--- src/rtl/i2c_arb_pkg.sv ---
// Shared types and helpers for the I2C pad-sharing arbiter.
package i2c_arb_pkg;

    typedef enum logic [1:0] {
        IDLE,
        GRANT,
        BUSY,
        HOLDOFF
    } arb_state_e;

    localparam int M_NATV = 0;
    localparam int M_APB  = 1;

    // Request vector actually seen by the arbiter: static mode forces the
    // selected master on and the other one off.
    function automatic logic [1:0] eff_req(input logic       mode,
                                           input logic       sel,
                                           input logic [1:0] req);
        logic [1:0] r;
        if (mode) begin
            r = sel ? 2'b10 : 2'b01;
        end else begin
            r = req;
        end
        return r;
    endfunction

    // One-hot owner for a non-empty request; a tie goes to the master
    // that was not served last.
    function automatic logic [1:0] pick_owner(input logic [1:0] req,
                                              input logic       last_apb);
        logic [1:0] oh;
        if (req == 2'b11) begin
            oh = last_apb ? 2'b01 : 2'b10;
        end else begin
            oh = req;
        end
        return oh;
    endfunction

    // Pad bit taken from the granted master, or the idle level with no grant.
    function automatic logic pad_bit(input logic [1:0] gnt,
                                     input logic [1:0] val,
                                     input logic       idle_val);
        logic b;
        if (gnt == 2'b00) begin
            b = idle_val;
        end else begin
            b = |(gnt & val);
        end
        return b;
    endfunction

endpackage

--- src/rtl/i2c_cond_det.sv ---
// Synchronises the SCL/SDA pad inputs and flags START, STOP and SCL edges.
module i2c_cond_det
    import i2c_arb_pkg::*;
#(
    parameter int SYNC_STAGES = 2
) (
    input  logic clk_i,
    input  logic rst_i,
    input  logic scl_i,
    input  logic sda_i,
    output logic start_o,
    output logic stop_o,
    output logic scl_edge_o
);

    logic [SYNC_STAGES-1:0] scl_sync_q;
    logic [SYNC_STAGES-1:0] sda_sync_q;
    logic                   scl_prev_q;
    logic                   sda_prev_q;
    logic                   scl_s;
    logic                   sda_s;

    assign scl_s = scl_sync_q[SYNC_STAGES-1];
    assign sda_s = sda_sync_q[SYNC_STAGES-1];

    // Synchroniser chains plus one history stage for edge detection.
    // NOTE: reset to 1 (idle bus level) so leaving reset never fakes an edge.
    always_ff @(posedge clk_i or posedge rst_i) begin
        if (rst_i) begin
            scl_sync_q <= '1;
            sda_sync_q <= '1;
            scl_prev_q <= 1'b1;
            sda_prev_q <= 1'b1;
        end else begin
            // NOTE: non-blocking so every stage samples the previous-cycle value.
            scl_sync_q <= {scl_sync_q[SYNC_STAGES-2:0], scl_i};
            sda_sync_q <= {sda_sync_q[SYNC_STAGES-2:0], sda_i};
            scl_prev_q <= scl_s;
            sda_prev_q <= sda_s;
        end
    end

    // SDA transitions only count as bus conditions while SCL is stable high.
    assign start_o    = sda_prev_q & ~sda_s & scl_prev_q & scl_s;
    assign stop_o     = ~sda_prev_q & sda_s & scl_prev_q & scl_s;
    assign scl_edge_o = scl_s ^ scl_prev_q;

endmodule

--- src/rtl/i2c_share_arb.sv ---
// Per-transaction owner arbiter for the shared I2C pads between the native
// and APB I2C masters: round-robin or static owner, bus-free holdoff and a
// stuck-bus timeout.
module i2c_share_arb
    import i2c_arb_pkg::*;
#(
    parameter int SYNC_STAGES  = 2,
    parameter int BUS_FREE_CYC = 64,
    parameter int TIMEOUT_CYC  = 65535
) (
    input  logic       clk_i,
    input  logic       rst_i,
    input  logic       mode_i,
    input  logic       sel_i,
    input  logic [1:0] req_i,
    input  logic [1:0] m_scl_o_i,
    input  logic [1:0] m_scl_oe_i,
    input  logic [1:0] m_sda_o_i,
    input  logic [1:0] m_sda_oe_i,
    input  logic       scl_i,
    input  logic       sda_i,
    output logic       scl_o,
    output logic       scl_oe_o,
    output logic       sda_o,
    output logic       sda_oe_o,
    output logic [1:0] gnt_o,
    output logic       busy_o,
    output logic       to_irq_o
);

    localparam int HOLD_W = $clog2(BUS_FREE_CYC + 1);
    localparam int TO_W   = $clog2(TIMEOUT_CYC + 1);
    localparam logic [HOLD_W-1:0] HOLD_LAST = HOLD_W'(BUS_FREE_CYC - 1);
    localparam logic [TO_W-1:0]   TO_LAST   = TO_W'(TIMEOUT_CYC - 1);

    arb_state_e        state_q, state_d;
    logic [1:0]        gnt_q, gnt_d;
    logic              last_apb_q, last_apb_d;
    logic [HOLD_W-1:0] hold_cnt_q, hold_cnt_d;
    logic [TO_W-1:0]   to_cnt_q, to_cnt_d;
    logic              to_irq_q, to_irq_d;
    logic              busy_q;

    logic [1:0] req_eff;
    logic [1:0] owner_oh;
    logic       start, stop, scl_edge;

    i2c_cond_det #(
        .SYNC_STAGES(SYNC_STAGES)
    ) u_cond_det (
        .clk_i      (clk_i),
        .rst_i      (rst_i),
        .scl_i      (scl_i),
        .sda_i      (sda_i),
        .start_o    (start),
        .stop_o     (stop),
        .scl_edge_o (scl_edge)
    );

    assign req_eff  = eff_req(mode_i, sel_i, req_i);
    assign owner_oh = pick_owner(req_eff, last_apb_q);

    // Next-state logic for the ownership FSM and its counters.
    always_comb begin
        // NOTE: every target gets a default first so no latch is inferred.
        state_d    = state_q;
        gnt_d      = gnt_q;
        last_apb_d = last_apb_q;
        hold_cnt_d = hold_cnt_q;
        to_cnt_d   = to_cnt_q;
        to_irq_d   = 1'b0;
        unique case (state_q)
            IDLE: begin
                if (|req_eff) begin
                    gnt_d      = owner_oh;
                    last_apb_d = owner_oh[M_APB];
                    state_d    = GRANT;
                end
            end
            GRANT: begin
                // A START from either side claims the bus for the grantee.
                if (start && !stop) begin
                    to_cnt_d = '0;
                    state_d  = BUSY;
                end else if ((gnt_q & req_eff) == 2'b00) begin
                    gnt_d   = 2'b00;
                    state_d = IDLE;
                end
            end
            BUSY: begin
                if (stop) begin
                    gnt_d      = 2'b00;
                    hold_cnt_d = '0;
                    state_d    = HOLDOFF;
                end else if (scl_edge) begin
                    to_cnt_d = '0;
                end else if (to_cnt_q >= TO_LAST) begin
                    gnt_d      = 2'b00;
                    hold_cnt_d = '0;
                    to_irq_d   = 1'b1;
                    state_d    = HOLDOFF;
                end else begin
                    to_cnt_d = to_cnt_q + 1'b1;
                end
            end
            HOLDOFF: begin
                gnt_d = 2'b00;
                // A foreign START means the bus is not free yet: restart.
                if (start && !stop) begin
                    hold_cnt_d = '0;
                end else if (hold_cnt_q >= HOLD_LAST) begin
                    hold_cnt_d = '0;
                    state_d    = IDLE;
                end else begin
                    hold_cnt_d = hold_cnt_q + 1'b1;
                end
            end
            default: begin
                gnt_d   = 2'b00;
                state_d = IDLE;
            end
        endcase
    end

    // State, counters and registered outputs; pads follow the next grant so
    // a release drops the enables in the same cycle as the grant.
    always_ff @(posedge clk_i or posedge rst_i) begin
        if (rst_i) begin
            state_q    <= IDLE;
            gnt_q      <= 2'b00;
            last_apb_q <= 1'b1;
            hold_cnt_q <= '0;
            to_cnt_q   <= '0;
            to_irq_q   <= 1'b0;
            busy_q     <= 1'b0;
            scl_o      <= 1'b1;
            scl_oe_o   <= 1'b0;
            sda_o      <= 1'b1;
            sda_oe_o   <= 1'b0;
        end else begin
            state_q    <= state_d;
            gnt_q      <= gnt_d;
            last_apb_q <= last_apb_d;
            hold_cnt_q <= hold_cnt_d;
            to_cnt_q   <= to_cnt_d;
            to_irq_q   <= to_irq_d;
            busy_q     <= (state_d == BUSY);
            scl_o      <= pad_bit(gnt_d, m_scl_o_i, 1'b1);
            scl_oe_o   <= pad_bit(gnt_d, m_scl_oe_i, 1'b0);
            sda_o      <= pad_bit(gnt_d, m_sda_o_i, 1'b1);
            sda_oe_o   <= pad_bit(gnt_d, m_sda_oe_i, 1'b0);
        end
    end

    assign gnt_o    = gnt_q;
    assign busy_o   = busy_q;
    assign to_irq_o = to_irq_q;

endmodule

--- config.mk ---
export PLATFORM = sky130hd
export DESIGN_NAME = i2c_share_arb
export DESIGN_NICKNAME = d
export VERILOG_FILES = /design/src/rtl/i2c_arb_pkg.sv /design/src/rtl/i2c_cond_det.sv /design/src/rtl/i2c_share_arb.sv
export SDC_FILE = /design/constraint.sdc
export NUM_CORES = 1
export LEC_CHECK = 0
export BUFFER_PORTS_ARGS = -buffer_cell sky130_fd_sc_hd__buf_4
export CORE_MARGIN = 2
export CORE_UTILIZATION = 52
export DETAILED_ROUTE_END_ITERATION = 8
export GPL_TIMING_DRIVEN = 0
export PLACE_DENSITY = 0.81
export SLEW_MARGIN = 20
export SYNTH_ARGS = -nofsm -noshare
export SYNTH_HDL_FRONTEND = slang
export SYNTH_SLANG_ARGS = --single-unit
--- constraint.sdc ---
create_clock -name clk_i -period 1.9 [get_ports clk_i]
set_input_delay 0.38 -clock clk_i [delete_from_list [all_inputs] [get_ports clk_i]]
set_output_delay 0.38 -clock clk_i [all_outputs]
set_load 0.02 [all_outputs]
* Word level (Yosys, flattened, before mapping)
Index checks and enable logic that the tools add are counted.
** Word-level totals
- Register bits after elaboration :: 40
- Output and inout bits :: 8
** Operators by class
- Add/sub/neg operators :: 2
- $lt $le $gt $ge :: 2
- Equality and inequality tests :: 10
- Mux-type cells :: 39
- Bitwise operators :: 14
- Reductions and logical operators :: 15
** Operator list (number)
- $mux W16 :: 4
- $mux W2 :: 18
- $mux W7 :: 5
- $pmux W16 S2 :: 1
- $add A16 B1 Y16 const B :: 1
- $ge A16 B16 Y1 const B :: 1
- $pmux W2 S4 :: 2
- $pmux W7 S2 :: 1
- $and A2 B2 Y2 :: 5
- $reduce_or A2 Y1 :: 5
- $ne A3 B3 Y1 const B :: 3
- $eq A2 B2 Y1 const B :: 4
- $mux W1 :: 8
- $add A7 B1 Y7 const B :: 1
- $ge A7 B6 Y1 const B :: 1
- $and A1 B1 Y1 :: 6
- $logic_not A2 Y1 :: 3
- $ne A2 B2 Y1 const B :: 2
- $reduce_and A4 Y1 :: 1
- $reduce_bool A2 Y1 :: 2
- $reduce_and A3 Y1 :: 1
- $eq A2 B1 Y1 const B :: 1
- $not A1 Y1 :: 2
- $reduce_and A2 Y1 :: 1
- other kinds (3) :: 3

* Depth between registers and ports, before layout
Gate-level depths: netlist of the first run.
- Word-level depth :: 11
- Mapped depth :: 9
- Depth with buffers taken out :: 7

* Cells and area by module
From an unflattened synthesis of the first run, not the netlist that was laid out.
** Second synthesis, totals
- Cells, all modules :: 222
- Area, all modules :: 2167.1 um^2
** By module, submodules not included
- i2c_share_arb :: instances 1, cells each 212, area an instance 1976.9 um^2, sequential area each 854.6 um^2
- i2c_cond_det :: instances 1, cells each 10, area an instance 190.2 um^2, sequential area each 157.7 um^2

* Worst setup path before layout of the first run
Ideal clock, no wire load.
- Path type :: reg-to-reg
- Start point :: reg to_cnt_q[0]
- End point :: reg to_cnt_q[1]
- Setup time :: 0.125 ns
- Data arrival time :: 1.692 ns
- Data required time :: 1.775 ns
- Setup slack :: 0.083 ns
- Stages on the path, launching flop included :: 9
- Clock period less this slack :: 1.817 ns
- Path through :: dfrtp_1 -> inv_1 -> ha_1 -> o2111ai_1 -> nor4_4 -> o211ai_2 -> o21a_1 -> buf_6 -> mux2_4
** Between the ends
- Word-level cells in the longest chain between the ends :: 5
** Ends and longest elaborated chain
- from (decl) :: line i2c_share_arb.sv:40 : logic [TO_W-1:0] to_cnt_q, to_cnt_d;
- from (signal assigned) :: line i2c_share_arb.sv:145 : to_cnt_q <= to_cnt_d;
- $add A16 B1 Y16 :: line i2c_share_arb.sv:103 : to_cnt_d = to_cnt_q + 1'b1;
- $mux W16 :: line i2c_share_arb.sv:97 : end else if (to_cnt_q >= TO_LAST) begin
- $mux W16 :: line i2c_share_arb.sv:95 : end else if (scl_edge) begin
- $mux W16 :: line i2c_share_arb.sv:91 : if (stop) begin
- $pmux W16 S2 :: line i2c_share_arb.sv:72 : unique case (state_q)
Several ways; a longest one is shown, not always the timed one. The select of a mux whose other input is x is not followed.
A chain may end at the register's enable or synchronous reset.

* Worst setup path in the final report of the first run
Ends and elaborated chain as after synthesis.

==> results of run 1 <==
==> through the flow <==
stage	setup TNS [ps]	cell area [um2]
finish	0	2630
global route	-133	2630
CTS	-49.8	2570
detailed placement	-2340	2380
global placement	-2020	2360
floorplan	0	2130
==> registers in the layout (all words and copies together), names as in the netlist, 2 cells and up <==
register / flops
u_cond_det.scl_sync_q: 2
state_q: 2
hold_cnt_q: 7
to_cnt_q: 16
gnt_o: 2
u_cond_det.sda_sync_q: 2
==> worst max-delay path: cells and delay by family, from the launching register on <==
kind            cells  cell delay, ps
mux                 1             290
compound gates      3             320
fa+ha+maj           1             140
flops               1             390
simple gates        1             180
buf+inv             3             390
==> path summary, 6_finish.rpt <==
path / from / depth (start not counted) / slack, ps / endpoint
hold reg to reg: u_cond_det.scl_sync_q[0]$_DFF_PP1_ / 0 / 360 / u_cond_det.scl_sync_q[1]$_DFF_PP1_
hold / removal: rst_i / 2 / 50 / to_cnt_q[13]$_DFFE_PP0P_
setup / recovery: to_cnt_q[0]$_DFFE_PP0P_ / 9 / 60 / to_cnt_q[1]$_DFFE_PP0P_
setup reg to reg: to_cnt_q[0]$_DFFE_PP0P_ / 9 / 60 / to_cnt_q[1]$_DFFE_PP0P_
min in group clk_i: scl_i / 1 / 190 / u_cond_det.scl_sync_q[0]$_DFF_PP1_
max in group asynchronous: rst_i / 3 / 1320 / sda_o$_DFF_PP1_
==> layer usage <==
layer | part of all wire (%) | GRT usage (%) | vias up
met2 | 48 | 35.9 | 55
met3 | 5.6 | 5.76 | 11
met4 | 1.6 | 9.25 | 0
met5 | 0 | 0 | -
li1 | - | - | 906
met1 | 44 | 31.1 | 921
==> logic make-up (layout without fill, tap and decap cells) <==
kind of cell / after synthesis / after routing / share of synthesized area, %
flip-flops: 40 / 40 / 47.6
AO/OA/AOI/OAI: 76 / 76 / 24.0
multiplexers: 4 / 4 / 2.18
buffers and inverters: 17 / 53 / 4.18
XOR/XNOR: 1 / 1 / 0.412
adder cells (fa/ha/maj): 3 / 3 / 1.76
AND/OR/NAND/NOR: 82 / 82 / 19.9
==> cell usage after synthesis (all sizes together) (3+ instances only) <==
cell type  number  area share [%]
o21a            4             1.4
dfrtp          31              36
o21ai          16             3.8
nor3            5             1.2
nor2           14             2.5
nand4           5             1.5
a21oi          15             3.5
o32a            3             1.4
buf             5             2.1
a31oi          20             6.2
a221o           3             1.4
nand2          25             4.5
dfstp           9              11
inv            10             1.8
nor2b           6             1.8
nand3          12             2.8
ha              3             1.8
and2            6             1.8
==> what timing repair did <==
action | 4_1_cts | 5_1_grt
pin swaps | 4 | 2
buffers inserted | 5 | 0
resized for setup | 8 | 10
setup endpoints to repair | 27 | 29
==> layout make-up <==
cell class | count | share of cell area (%)
Multi-Input combinational cell | 166 | 42.9
Sequential cell | 40 | 38.5
Timing Repair Buffer | 29 | 8.89
Clock buffer | 6 | 2.76
Tap cell | 50 | 2.38
Buffer | 6 | 1.81
Inverter | 10 | 1.43
Clock inverter | 2 | 1.33
==> power breakdown <==
part	internal (mW)	leakage [nW]	switching, mW
clock network	0.390	0.0552	0.302
logic	0.558	0.535	0.815
registers	1.01	0.513	0.133
==> impl_results.md, run 1 <==
* Path class of the lowest-slack min-delay path: in2async
* Number of enable flip-flop cells after synthesis at 0
* Die Wd at 68.0 um
* Finished Core Util at 66.3%
* Highest fanout seen on the critical path at 8
* Number of remaining DRC errors at 0
* Initial antenna violation count at 0
* Async SR Flop Fraction at 100%
* DRC marker count from the first detailed-route iteration at 120
* CTS tree: done
* Final global-route overflow total at 0
* Slowest library cell on the worst path: sky130_fd_sc_hd__dfrtp_1
* Worst voltage drop across the vdd grid at 736 uV
* Clk sink count at 40
* Standard-cell row count at 23
* Number of buffers on the longest clock path at 2
* Max cap viols at 0
* Arrival time at the worst endpoint at 2030 ps
* Weighted congestion at the end of routability-driven global placement at 0.833
* Post-route clock period utilization at 97.0%
* Worst path cell trace: inv_2 > ha_4 > o2111ai_4 > nor4_4 > buf_6 > o211ai_2 > o21a_1 > buf_6 > mux2_4
* Flip-flop and latch count after synthesis at 40
* Total nets after synthesis at 242
* Initial core utilization at 53.6%
* Post-synthesis cell area at 0.00213 mm2
* Latest clock arrival within the worst-skew pair at 300 ps
* Data required time of the critical path at 2090 ps
* Via density at 6.13
* Mean instance size in the synthesized netlist at 9.54 um2
* Count of buffers from port buffering at 23
* Cells after synthesis at 223
* Per-cell routed wire length at 15.8 um
* Buffer cell driving the clock tree root: sky130_fd_sc_hd__clkbuf_8
* Register area at 0.00101 mm2
* Max-slew violations at 0
* DP Wirelength at 3.20 mm
* Crit-path most repeated cell: sky130_fd_sc_hd__buf_6
* Category of the most critical setup path: reg2reg
* Shortest clock period the worst path allows after layout at 1840 ps
* Die Outline Area at 0.00462 mm2
* Pre-CTS setup slack at -204 ps
* Most common cell after layout, fill and taps aside: sky130_fd_sc_hd__dfrtp_1
* Power density normalized to cell area at 1220 mW/mm2
* Number of placed I/O pins at 24
* Pre-Repair DR Iteration Count at 4
* Number of filler instances in the final layout at 312
* Worst Slack Setup Final at 56.8 ps
* Setup repair after global routing missed its margin: yes
* Type of origin of the critical path: register
* Antenna fix cells at 0
* Post-synth cell types at 49
* CTS H-Tree Depth at 2
* Relative slew slack at 68.3%
* Number of vias in the routed layout at 1893
* Synthesis warning total at 0
* Post-route clock skew at 7.13 ps
* Highest-count cells in the layout ignoring fill and taps: sky130_fd_sc_hd__dfrtp_1 (30), sky130_fd_sc_hd__buf_4 (28), sky130_fd_sc_hd__nand2_1 (24)
* Reg clk slew, reported paths at 80 ps
* Total global routing track utilization at 23.2%
* Largest net degree at the start of global routing at 26
* Cell total after placement at 297
* Post-synthesis to final-layout area growth at 23.8%
* Post-synthesis sequential area ratio at 47.6%
* Count of nets after finishing at 277
* Final Instance Count excl. Fillers at 309
* LEAKAGE at 1.10 nW
* Slowest stage delay, CP at 390 ps
* First-pass GRT wire length at 8.06 mm
* Slew of the pin with the lowest slew margin at 474 ps
* Max Clk Rate at 0.543 GHz
* Inserted Clock Buffers at 5
* Final hold violation count at 0
* Height of the die at 68.0 um
* Count of hold-fix buffers inserted at cts at 0
* Worst hold slack at 53.0 ps
* Final number of setup-violating endpoints at 0
* Final WL at 4.87 mm
* Status: completed
* Post-route ant nets at 0
* Overall Power at 3.21 mW
* Endpoint kind of the worst setup timing path: register
* Number of global-route vias before repair at 1738
* Ys flop type: sky130_fd_sc_hd__dfrtp_1
* Area taken by multi-input logic gates at 0.00113 mm2
* Fraction of layout instances using a drive strength above 1 at 27.4%
* Core Area at 0.00397 mm2
(Power assumes the default switching activity.)
==> run 2: changes to the inputs <==
- BUFFER_PORTS_ARGS: -buffer_cell sky130_fd_sc_hd__buf_4 -> -buffer_cell sky130_fd_sc_hd__buf_2
- CORE_UTILIZATION: 52 -> 25
- PLACE_DENSITY: 0.81 -> 0.48
==> run 2 against run 1 <==
Against the previous run:
- total power grew 2.1%
- clock skew rose by 4.1 ps
- combinational power about the same
- sequential share of layout area down 0.75 points
- critical path depth fell by 3
- first-iteration DRC count is 47% lower
- register-to-register slack improved by 40 ps
- global-route usage decreased by 11 points
- die area increased by 100%
- cell count is 19% higher
- critical path type unchanged
- largest power group unchanged
==> impl_results.md, run 2 (synthesized netlist as in run 1, its figures left out) <==
* Count of nets after finishing at 282 (+1.8%)
* Inserted Clock Buffers at 5 (unchanged)
* Category of the most critical setup path: reg2reg
* Worst flop-to-flop path endpoint: to_cnt_q[8]$_DFFE_PP0P_
* Hold Path Depth at 1
* Latest clock arrival within the worst-skew pair at 290 ps (about the same)
* Buffer cell driving the clock tree root: sky130_fd_sc_hd__clkbuf_8
* Die Outline Area at 0.00926 mm2 (+100%)
* Arrival time at the worst endpoint at 2020 ps (about the same)
* Pre-CTS setup slack at -241 ps (-36.5 ps)
* Number of buffers on the longest clock path at 2 (unchanged)
* Share of total power in combinational logic at 41.9% (-0.9 points)
* Number of flip-flops in the largest register at 16 (unchanged)
* Core Area at 0.00822 mm2 (+110%)
* Height of the die at 96.2 um (+42%)
* Worst hold slack at 184 ps (+131 ps)
* Post-route clock period utilization at 94.7% (-2.3 points)
* Highest-count cells in the layout ignoring fill and taps: sky130_fd_sc_hd__dfrtp_1 (30), sky130_fd_sc_hd__buf_2 (25), sky130_fd_sc_hd__nand2_1 (24)
* Number of global-route vias before repair at 1726 (-0.69%)
* Path class of the lowest-slack min-delay path: in2reg
* Count of buffers from port buffering at 23 (unchanged)
* Via density at 4.96 (-19%)
* Max-slew violations at 0 (unchanged)
* Post-synthesis to final-layout area growth at 26.2%
* Reg2Reg Depth at 6 (-3)
* Final WL at 5.04 mm (+3.5%)
* Number of remaining DRC errors at 0 (unchanged)
* Status: completed
* Final number of setup-violating endpoints at 0 (unchanged)
* Sw Pwr at 1.23 mW (-2.0%)
* Reg clk slew, reported paths at 80 ps (about the same)
* Slew of the pin with the lowest slew margin at 412 ps (-62.0 ps)
* Total global routing track utilization at 11.8% (-11 points)
* Standard-cell row count at 33 (+43%)
* Registers with the most flip-flops: to_cnt_q x16, hold_cnt_q x7
* Hold endpoint: u_cond_det.sda_sync_q[0]$_DFF_PP1_
* Number of vias in the routed layout at 1831 (-3.3%)
* Worst Slack Setup Final at 100 ps (+43.2 ps)
* Pre-Repair DR Iteration Count at 4 (unchanged)
* First-pass GRT wire length at 8.56 mm (+6.2%)
* Power share of the sequential group at 34.9% (-0.7 points)
* Power density normalized to cell area at 1220 mW/mm2 (+0.14%)
* Launch point of the worst hold path: sda_i
* CTS H-Tree Depth at 2 (unchanged)
* Part of the power in the clock network at 23.2% (+1.6 points)
* Endpoint kind of the worst setup timing path: register
* Relative slew slack at 72.4% (+4.1 points)
* Post-route clock skew at 11.2 ps (+4.07 ps)
* DRC marker count from the first detailed-route iteration at 64 (-47%)
* Max Clk Rate at 0.556 GHz (+2.4%)
* Worst voltage drop across the vdd grid at 769 uV (+4.5%)
* Shortest clock period the worst path allows after layout at 1800 ps (-43.2 ps)
* Per-cell routed wire length at 13.7 um (-13%)
* Largest net degree at the start of global routing at 33 (+27%)
* DP Wirelength at 3.42 mm (+6.9%)
* Fraction of layout instances using a drive strength above 1 at 27.7% (+0.24 points)
* Reg-to-reg setup timing slack at 100 ps (+40 ps)
* Post-route ant nets at 0 (unchanged)
* Most common cell after layout, fill and taps aside: sky130_fd_sc_hd__dfrtp_1
* Max cap viols at 0 (unchanged)
* Antenna fix cells at 0 (unchanged)
* CTS tree: done
* Type of origin of the critical path: register
* Die Wd at 96.2 um (+42%)
* Startpoint of the most critical register-to-register path: u_cond_det.sda_prev_q$_DFF_PP1_
* Highest fanout seen on the critical path at 10 (+2)
* Final global-route overflow total at 0 (unchanged)
* Pint at 2.05 mW (+4.8%)
* LEAKAGE at 1.12 nW (+1.8%)
* Final hold violation count at 0 (unchanged)
* Placed instance area at 0.00239 mm2 (+0.47%)
* Overall Power at 3.28 mW (+2.1%)
* Data required time of the critical path at 2120 ps (+30 ps)
* Initial core utilization at 25.9% (-28 points)
* Clk sink count at 40 (unchanged)
* Number of placed I/O pins at 24 (unchanged)
* Initial antenna violation count at 0 (unchanged)
* Biggest register: to_cnt_q
* Weighted congestion at the end of routability-driven global placement at 0.780 (-6.3%)
* Cell total after placement at 352 (+19%)
* Final Instance Count excl. Fillers at 369 (+19%)
* Switching share of power at 37.4% (-1.6 points)
* Final standard cell area without fillers at 0.00269 mm2 (+2.0%)
## run 2: changes by cell type in the layout (fill, tap and decap cells not counted), sizes merged
| cell | delta |
|---|---|
| buf | +4 |
| dlygate4sd3 | +1 |
| clkbuf | +1 |
| clkinv | -1 |
## run 2: layout make-up
class	count	area, um2
buffer	6	47.5
clock buffer	7	96.3
clock inverter	1	30.0
fill	849	5530
inverter	10	37.5
multi-input combinational	166	1100
sequential	40	1010
tap	105	131
timing repair buffer	34	229
## run 2: how the worst max path moves through the flow
stage | startpoint | to | slack, ps | cells past startpoint
after floorplan | to_cnt_q[0]$_DFFE_PP0P_ | to_cnt_q[1]$_DFFE_PP0P_ | 80 | 8
after global placement | to_cnt_q[0]$_DFFE_PP0P_ | hold_cnt_q[5]$_DFFE_PP0P_ | -320 | 7
after detailed placement | to_cnt_q[0]$_DFFE_PP0P_ | to_cnt_q[8]$_DFFE_PP0P_ | -240 | 8
after CTS | to_cnt_q[0]$_DFFE_PP0P_ | to_cnt_q[1]$_DFFE_PP0P_ | -20 | 9
after global routing | u_cond_det.scl_sync_q[1]$_DFF_PP1_ | to_cnt_q[10]$_DFFE_PP0P_ | -30 | 6
final | u_cond_det.sda_prev_q$_DFF_PP1_ | to_cnt_q[8]$_DFFE_PP0P_ | 100 | 6
## run 2: per-layer routing
metal / wire length [um] / GRT usage, %
met1: 2510 / 16.4
met2: 2310 / 18.7
met3: 172 / 2.58
met4: 44 / 2.86
met5: 0 / 0
## run 2: what timing repair did
action / 4_1_cts / 5_1_grt
hold endpoints to repair: 8 / 0
gates resized for setup: 9 / 6
endpoints found under the setup margin: 30 / 26
hold buffers: 1 / 0
setup buffers: 6 / 3
gates cloned: 0 / 0
pin swaps: 3 / 1
## run 2: worst max-delay path, stage by stage (launching register included)
cell and delay (ps):
sky130_fd_sc_hd__dfstp_2 570, sky130_fd_sc_hd__nand4b_1 260, sky130_fd_sc_hd__nand3_1 220, sky130_fd_sc_hd__a21oi_4 230
sky130_fd_sc_hd__buf_4 220, sky130_fd_sc_hd__a21oi_1 90, sky130_fd_sc_hd__a31oi_1 130
## run 2: power groups by stage
stage	Combinational, mW	Sequential, mW	Clock [mW]
after detailed placement	1.16	1.16	0
after global placement	1.16	1.16	0
after floorplan	0.815	1.19	0
final	1.37	1.14	0.761
after CTS	1.32	1.14	0.796
after global routing	1.53	1.17	0.825
## run 2: per-stage QoR
step / TNS (ps) / util, %
finish: 0 / 32.7
global route: -153 / 32.7
CTS: -40.5 / 32.1
detailed placement: -3800 / 29.1
global placement: -6960 / 28.9
floorplan: 0 / -
==> run 3: changes to the inputs <==
- CORE_ASPECT_RATIO: unset -> 1.4
==> run 3 against run 2 <==
Against the previous run:
- hold slack got worse by 64 ps
- wire length up 2.2%
- combinational power is 3% lower
- via count up 1.8%
- die area is 0.11% higher
- non-clock buffer count is 3 lower
- clock skew decreased by 5.6 ps
- sequential power hardly changed
- largest power group unchanged
- highest routed layer unchanged
==> impl_results.md, run 3 (synthesized netlist as in run 1, its figures left out) <==
* Status: completed
* Arrival time at the worst endpoint at 1950 ps (-70 ps)
* Initial core utilization at 25.9% (+0.059 points)
* CTS H-Tree Depth at 2 (unchanged)
* Data required time of the critical path at 2070 ps (-50 ps)
* Die Wd at 82.0 um (-15%)
* Number of filler instances in the final layout at 838 (-1.3%)
* Start point of the critical path: to_cnt_q[1]$_DFFE_PP0P_
* Latest clock arrival within the worst-skew pair at 280 ps (about the same)
* Slew of the pin with the lowest slew margin at 503 ps (+90.5 ps)
* Highest fanout seen on the critical path at 8 (-2)
* Final standard cell area without fillers at 0.00268 mm2 (-0.19%)
* Registers with the most flip-flops: to_cnt_q x16, hold_cnt_q x7
* Finished Core Util at 32.7% (about the same)
* Relative slew slack at 66.4% (-6.0 points)
* Initial antenna violation count at 0 (unchanged)
* Height of the die at 113 um (+18%)
* Worst hold slack at 121 ps (-63.9 ps)
* Reg clk slew, reported paths at 60 ps (-20 ps)
* Post-route clock skew at 5.56 ps (-5.63 ps)
* Total global routing track utilization at 12.3% (+0.51 points)
* Shortest clock period the worst path allows after layout at 1780 ps (-20.2 ps)
* Category of the most critical setup path: reg2reg
* Largest net degree at the start of global routing at 22 (-33%)
* Worst flop-to-flop path endpoint: hold_cnt_q[5]$_DFFE_PP0P_
* Final hold violation count at 0 (unchanged)
* Setup repair after global routing missed its margin: no
* Weighted congestion at the end of routability-driven global placement at 0.713 (-8.7%)
* Number of buffers on the longest clock path at 2 (unchanged)
* Per-cell routed wire length at 14.2 um (+3.9%)
* LEAKAGE at 1.12 nW (-0.66%)
* Max Clk Rate at 0.562 GHz (+1.1%)
* Type of origin of the critical path: register
* Number of placed I/O pins at 24 (unchanged)
* Final number of setup-violating endpoints at 0 (unchanged)
* First-pass GRT wire length at 8.97 mm (+4.8%)
* Die Outline Area at 0.00927 mm2 (+0.11%)
* Endpoint kind of the worst setup timing path: register
* Clk sink count at 40 (unchanged)
* Placed instance area at 0.00240 mm2 (+0.16%)
* Count of buffers from port buffering at 23 (unchanged)
* Post-route ant nets at 0 (unchanged)
* Overall Power at 3.33 mW (+1.5%)
* Highest-count cells in the layout ignoring fill and taps: sky130_fd_sc_hd__dfrtp_1 (30), sky130_fd_sc_hd__buf_2 (25), sky130_fd_sc_hd__nand2_1 (24)
* Number of remaining DRC errors at 0 (unchanged)
* DP Wirelength at 3.70 mm (+8.2%)
* Core Area at 0.00820 mm2 (-0.23%)
* Max-slew violations at 0 (unchanged)
* Count of hold-fix buffers inserted at cts at 0 (-1)
* Power density normalized to cell area at 1240 mW/mm2 (+1.7%)
* Biggest register: to_cnt_q
* Reg-to-reg setup timing slack at 120 ps (+20 ps)
* Count of nets after finishing at 279 (-1.1%)
* Via density at 5.13 (+3.5%)
* Post-synthesis to final-layout area growth at 26.0%
* Number of vias in the routed layout at 1864 (+1.8%)
* Number of flip-flops in the largest register at 16 (unchanged)
* Inserted Clock Buffers at 5 (unchanged)
* Worst voltage drop across the vdd grid at 412 uV (-46%)
* Standard-cell row count at 39 (+18%)
* Post-route clock period utilization at 93.7% (-1.1 points)
* Path class of the lowest-slack min-delay path: in2async
* Antenna fix cells at 0 (unchanged)
* CTS tree: done
* Fraction of layout instances using a drive strength above 1 at 26.8% (-0.83 points)
* Final WL at 5.15 mm (+2.2%)
* Most common cell after layout, fill and taps aside: sky130_fd_sc_hd__dfrtp_1
* Pre-Repair DR Iteration Count at 4 (unchanged)
* Max cap viols at 0 (unchanged)
* Buffer cell driving the clock tree root: sky130_fd_sc_hd__clkbuf_16
* Number of global-route vias before repair at 1929 (+12%)
* Final global-route overflow total at 0 (unchanged)
* Startpoint of the most critical register-to-register path: to_cnt_q[1]$_DFFE_PP0P_
* DRC marker count from the first detailed-route iteration at 75 (+17%)
* Reg2Reg Depth at 7 (+1)
-- run 3: cell count changes in the layout (fill, tap and decap cells not counted), moves of 2 or more --
cell,change
sky130_fd_sc_hd__clkbuf_8,-6
sky130_fd_sc_hd__clkbuf_16,+5
sky130_fd_sc_hd__buf_12,-2
sky130_fd_sc_hd__clkbuf_1,+2
-- run 3: per-stage QoR --
| stage | setup slack (ps) | setup TNS (ps) | std cells |
|---|---|---|---|
| finish | 120 | 0 | 363 |
| floorplan | 82.7 | 0 | 223 |
| detailed placement | -243 | -3890 | 349 |
| CTS | -25.1 | -43.6 | 363 |
| global placement | -270 | -5620 | 348 |
| global route | 8.31 | 0 | 363 |
-- run 3: per-layer routing --
layer  part of all wire (%)  GRT usage (%)  up-vias
met5                      0              0        -
met4                    1.6           4.33        0
met3                    2.7           2.71        7
met2                     51           21.7       25
met1                     44           14.3      917
li1                       -              -      915
-- run 3: power breakdown --
group | total [mW] | internal (mW) | switching, mW
registers | 1.15 | 1.01 | 0.134
clock network | 0.854 | 0.524 | 0.329
logic | 1.33 | 0.537 | 0.791
-- run 3: worst max-delay path by stage --
stage	endpoint	slack (ps)	cells after the start
floorplan	to_cnt_q[1]$_DFFE_PP0P_	80	8
global placement	hold_cnt_q[5]$_DFFE_PP0P_	-270	7
detailed placement	hold_cnt_q[5]$_DFFE_PP0P_	-240	7
CTS	to_cnt_q[1]$_DFFE_PP0P_	-30	9
global route	to_cnt_q[4]$_DFFE_PP0P_	8	10
finish	hold_cnt_q[5]$_DFFE_PP0P_	120	7
-- run 3: worst max-delay path, cell delays in order (launching register included) --
cell and delay [ps]:
sky130_fd_sc_hd__dfrtp_2 420, sky130_fd_sc_hd__buf_4 160, sky130_fd_sc_hd__o2111ai_4 240, sky130_fd_sc_hd__nor4_4 50, sky130_fd_sc_hd__buf_6 130, sky130_fd_sc_hd__a31oi_2 370, sky130_fd_sc_hd__nor3_1 100, sky130_fd_sc_hd__o22a_1 190
-- run 3: area by class of cell --
type	instances	area, um2	area share, %
inverter	10	37.5	1.40
clock buffer	8	146	5.46
tap	102	128	4.76
buffer	6	47.5	1.77
sequential	40	1010	37.8
timing repair buffer	31	199	7.42
multi-input combinational	166	1110	41.4
-- run 3: what timing repair did --
item                                    in CTS  in global routing
pin swaps                                    4                  1
setup buffers                                7                  0
endpoints found under the setup margin      30                 24
gates resized for setup                     12                  3
gates cloned                                 0                  0
